[config.mk]
export PLATFORM = sky130hd
export DESIGN_NAME = pixel_frame_writer
export DESIGN_NICKNAME = d
export VERILOG_FILES = /design/src/rtl/pixel_frame_writer.sv
export SDC_FILE = /design/constraint.sdc
export NUM_CORES = 1
export LEC_CHECK = 0
export CORE_ASPECT_RATIO = 0.5
export CORE_MARGIN = 4
export CORE_UTILIZATION = 57
export CTS_CLUSTER_DIAMETER = 40
export CTS_CLUSTER_SIZE = 16
export DETAILED_ROUTE_END_ITERATION = 10
export PLACE_DENSITY_LB_ADDON = 0.1
export SYNTH_ARGS = -nofsm -noshare
export SYNTH_HDL_FRONTEND = slang
export SYNTH_SLANG_ARGS = --single-unit
[constraint.sdc]
create_clock -name avm_clk -period 4.9 [get_ports avm_clk]
set_input_delay 0.49 -clock avm_clk [delete_from_list [all_inputs] [get_ports avm_clk]]
set_output_delay 0.49 -clock avm_clk [all_outputs]
set_load 0.03 [all_outputs]
[src/rtl/pixel_frame_writer.sv]
// pixel_frame_writer: buffers strobed RGB pixels in a small FIFO and writes them,
// one word per pixel in raster order, into a frame buffer over an Avalon-MM master.
// Ports: avm_clk/avm_rst (sync, active-high); i_data/i_valid pixel input (no backpressure);
// avm_address/avm_write/avm_writedata/avm_waitrequest Avalon write master;
// o_frame_done (pulse after last pixel of a frame accepted), o_overflow (sticky drop),
// o_busy (FIFO non-empty or write outstanding).
// Define PIXEL_WRITER_RGB565_EN to pack pixels as RGB565 with a 2-byte address stride.
module pixel_frame_writer #(
  parameter int WIDTH = 640,
  parameter int HEIGHT = 480,
  parameter int BASE_ADDR = 0,
  parameter int ADDR_W = 25,
  parameter int FIFO_DEPTH = 8
) (
  input  logic              avm_clk,
  input  logic              avm_rst,
  input  logic [23:0]       i_data,
  input  logic              i_valid,
  output logic [ADDR_W-1:0] avm_address,
  output logic              avm_write,
  output logic [31:0]       avm_writedata,
  input  logic              avm_waitrequest,
  output logic              o_frame_done,
  output logic              o_overflow,
  output logic              o_busy
);
  localparam int FRAME = WIDTH * HEIGHT;
  localparam int CNT_W = FRAME > 1 ? $clog2(FRAME) : 1;
  localparam int PTR_W = $clog2(FIFO_DEPTH);
`ifdef PIXEL_WRITER_RGB565_EN
  localparam int SHIFT = 1;
`else
  localparam int SHIFT = 2;
`endif
  typedef enum logic {S_IDLE, S_WRITE} state_t;
  state_t state_q, state_d;
  logic [23:0] mem_q [FIFO_DEPTH];
  logic [PTR_W-1:0] wr_ptr_q, rd_ptr_q;
  logic [PTR_W:0] count_q, count_d;
  logic [CNT_W-1:0] pix_cnt_q, pix_cnt_d;
  logic [ADDR_W-1:0] addr_q, addr_d;
  logic [31:0] data_q, data_d, head_word;
  logic [23:0] head;
  logic write_q, write_d, done_q, ovf_q;
  logic accept, last, pop, push;
  assign head = mem_q[rd_ptr_q];
`ifdef PIXEL_WRITER_RGB565_EN
  assign head_word = {16'h0000, head[7:3], head[15:10], head[23:19]};
`else
  assign head_word = {8'h00, head};
`endif
  assign accept = write_q & ~avm_waitrequest;
  assign last = pix_cnt_q == CNT_W'(FRAME - 1);
  // Pop whenever the bus is free: idle, or the current word is accepted this cycle.
  assign pop = (count_q != '0) & (state_q == S_IDLE | accept);
  // A full FIFO still takes a pixel when a pop frees a slot in the same cycle.
  assign push = i_valid & ((count_q != (PTR_W+1)'(FIFO_DEPTH)) | pop);
  assign count_d = count_q + (PTR_W+1)'(push) - (PTR_W+1)'(pop);
  assign pix_cnt_d = accept ? (last ? '0 : pix_cnt_q + 1'b1) : pix_cnt_q;
  always_comb begin
    state_d = state_q;
    write_d = write_q;
    addr_d = addr_q;
    data_d = data_q;
    if (pop) begin
      state_d = S_WRITE;
      write_d = 1'b1;
      addr_d = ADDR_W'(BASE_ADDR) + (ADDR_W'(pix_cnt_d) << SHIFT);
      data_d = head_word;
    end else if (accept) begin
      state_d = S_IDLE;
      write_d = 1'b0;
    end
  end
  always_ff @(posedge avm_clk) begin
    if (avm_rst) begin
      state_q <= S_IDLE;
      write_q <= 1'b0;
      addr_q <= ADDR_W'(BASE_ADDR);
      data_q <= '0;
      done_q <= 1'b0;
      ovf_q <= 1'b0;
      count_q <= '0;
      wr_ptr_q <= '0;
      rd_ptr_q <= '0;
      pix_cnt_q <= '0;
    end else begin
      state_q <= state_d;
      write_q <= write_d;
      addr_q <= addr_d;
      data_q <= data_d;
      done_q <= accept & last;
      ovf_q <= ovf_q | (i_valid & ~push);
      count_q <= count_d;
      wr_ptr_q <= wr_ptr_q + PTR_W'(push);
      rd_ptr_q <= rd_ptr_q + PTR_W'(pop);
      pix_cnt_q <= pix_cnt_d;
    end
  end
  always_ff @(posedge avm_clk) begin
    if (push) mem_q[wr_ptr_q] <= i_data;
  end
  assign avm_address = addr_q;
  assign avm_write = write_q;
  assign avm_writedata = data_q;
  assign o_frame_done = done_q;
  assign o_overflow = ovf_q;
  assign o_busy = (count_q != '0) | write_q;
endmodule

==> results by group <==
Timing
  – Slew @ Worst Pin: 0.987 ns
  – RSZ-0062 raised after global routing: no
  – Setup TNS: 0 ns
  – Hold Fails Final Rpt: 0
  – Layout Skew: 0.0182 ns
  – Setup ws final: 1.96 ns
  – Max Freq: 340 MHz
  – Max Slew Vio Count: 0
  – Fin Hold WS: 0.456 ns
  – Slew headroom: 0.342
  – Setup violators final: 0
  – Tcrit/Tclk final: 0.601
  – Clock period minus worst slack: 2.94 ns

GRT
  – Gr usage total: 0.192
  – Largest net degree at the start of global routing: 66
  – First-pass GRT wire length: 30.2 mm
  – Total grt overflow: 0
  – Initial antenna violation count: 0
  – Vias in the first global route: 5,423

Synth
  – Synth area leader: edfxtp_1
  – Synth Cell Area: 10,400 um^2
  – Primary FF master, synth: edfxtp_1
  – Synth top area cells: edfxtp_1, dfxtp_1, mux4_2
  – Mean Syn Cell Area: 16.7 um^2
  – Number of synthesized flops with an enable pin: 192
  – Synth top area share: 0.555
  – Synth async-reset ratio: 0
  – Seq/Total Area, Yosys: 0.700
  – Yosys warns: 0
  – Post-synthesis cell count: 621
  – Unique masters post-synth: 49
  – Synthesis-stage register bit count: 267

Clock tree
  – Post-CTS setup buffer count: 0
  – Hold buffers post-CTS: 0
  – CTS root buffer: clkbuf_16
  – CTS Buf Count: 22
  – Max H-tree Level: 1
  – Clock Sinks: 267
  – Worst-path clk slew: 0.07 ns
  – CTS tree: done
  – Resized cells post-CTS: 0
  – Clk Latency, worst-skew pair: 0.51 ns
  – Clock Path Buffers: 3

Drt
  – WL/cell: 20.2 um
  – Post-DRT Antenna Nets: 0
  – Max Used Layer: met4
  – WL met3: 1.05 mm
  – WL final: 19.2 mm
  – Vias: 5,360
  – Via/cell ratio: 5.65
  – WL met2: 9.16 mm
  – Detailed Routing Iterations Pass 1: 4
  – M1 wire length: 8.76 mm
  – Initial DRC Count: 312
  – Drc violations: 0

Worst setup path
  – Worst EP arrival: 3.31 ns
  – Critical path peak fanout: 48
  – Crit. End Element: flop
  – Worst Setup SP: count_q[2]$_SDFF_PP0_
  – Worst endpoint required time: 5.26 ns
  – Critical R2R Launch: count_q[2]$_SDFF_PP0_
  – Setup Crit Path Kind: flop to flop
  – Startpoint Class: flop

Floorplanning
  – I/O pins: 89
  – Rows: 34
  – Die Area: 20,600 um^2
  – CORE AREA: 17,600 um^2
  – Starting Density: 0.590
  – Die Wd: 199 um
  – Die height: 103 um

Finish
  – Final non-filler cell total: 949
  – Layout overhead on the synthesized area: 15.5%
  – Layout cells sized above 1: 0.157
  – Most common cell after layout, fill and taps aside: edfxtp_1
  – Ant diodes: 0
  – Most frequent cells in the layout: edfxtp_1, dfxtp_1, clkdlybuf4s50_1
  – Nets: 738

Placement
  – Placer Congestion: 0.799
  – Pre-CTS WS: 1.51 ns
  – Inst Count DP: 909
  – DP HPWL: 11.0 mm
  – Port bufs: 74

Power and ir drop
  – Maximum vdd drop: 339 uV
  – P per Cell Area: 516 nW/um^2
  – P_leak: 3.90 nW
  – Total power: 6.19 mW

Run status
  – Outcome: completed

Job
  – Max-Cap Viols: 0

Worst hold path
  – HP Start: avm_address[9]$_SDFFE_PP0N_
  – Class of the worst hold path: flop to flop
power by group:
part / leakage, nW / switching (mW) / internal [mW] / total (mW)
Clock: 0.337 / 0.780 / 0.953 / 1.73
Combinational: 1.21 / 0.881 / 0.713 / 1.59
Sequential: 2.36 / 0.199 / 2.67 / 2.87
Total: 3.90 / 1.86 / 4.33 / 6.19
flip-flops by register name, indices dropped and copies added (netlist names):
name / count
mem_q: 192
avm_writedata: 24
avm_address: 19
pix_cnt_q: 19
count_q: 4
rd_ptr_q: 3
wr_ptr_q: 3
avm_write: 1
o_frame_done: 1
o_overflow: 1
final timing paths:
path                            slack (ns)  cells past startpoint                          end
worst max register to register        1.96                     10       rd_ptr_q[2]$_SDFF_PP0_
worst min-delay path                  0.46                      2  avm_address[9]$_SDFFE_PP0N_
worst max-delay path                  1.96                     10       rd_ptr_q[2]$_SDFF_PP0_
worst min register to register        0.46                      2  avm_address[9]$_SDFFE_PP0N_
stage by stage:
stage          area [um^2]   util
5_1_grt              12000  0.681
4_1_cts              12000  0.681
3_5_place_dp         11300  0.641
3_3_place_gp         11300  0.641
2_1_floorplan        10400      -
6_report             12000  0.681
critical path, stage by stage (launching register included):
cell      delay [ns]
dfxtp_1         0.31
inv_1           0.07
ha_1            0.21
nor3b_1         0.16
nand2b_1        0.37
inv_2           0.51
buf_4           0.55
ha_1            0.25
ha_1            0.17
xnor2_1         0.13
nor2_1          0.05
routing by layer:
metal | global-route usage | up-vias
met5 | 0 | -
met4 | 0.0368 | 0
met3 | 0.0366 | 15
met2 | 0.318 | 126
met1 | 0.274 | 2704
li1 | - | 2515
cell usage after synthesis (all sizes together), types with 2 or more instances:
cell	count
edfxtp	192
dfxtp	75
nor2	63
mux4	48
a211oi	32
buf	27
mux2i	25
nand2	19
clkbuf	17
xnor2	12
a21oi	11
ha	10
nand3b	10
nor3	9
inv	8
o21ai	8
nand2b	7
nand3	7
xor2	7
nor2b	6
and3	3
nand4	3
or2	3
a21o	2
a311oi	2
nor3b	2
nor4	2
nor4b	2
or2b	2
kinds of logic (layout without fill, tap and decap cells):
group	after synthesis	in the layout	share of synthesized area
flip-flops	267	267	0.700
AND/OR/NAND/NOR	142	142	0.0734
multiplexers	73	73	0.128
AO/OA/AOI/OAI	56	56	0.0371
buffers and inverters	52	133	0.0312
XOR/XNOR	19	19	0.0160
adder cells (fa/ha/maj)	11	11	0.0140
other	1	14	0.000361
cell type report:
type / count / area, um^2
fill: 1239 / 5620
inverter: 8 / 30.0
clock buffer: 31 / 584
clock inverter: 9 / 115
sequential: 267 / 7270
tap: 234 / 293
multi-input combinational: 315 / 2880
timing repair buffer: 85 / 818
No activity file was read; power rests on OpenSTA's default activity.
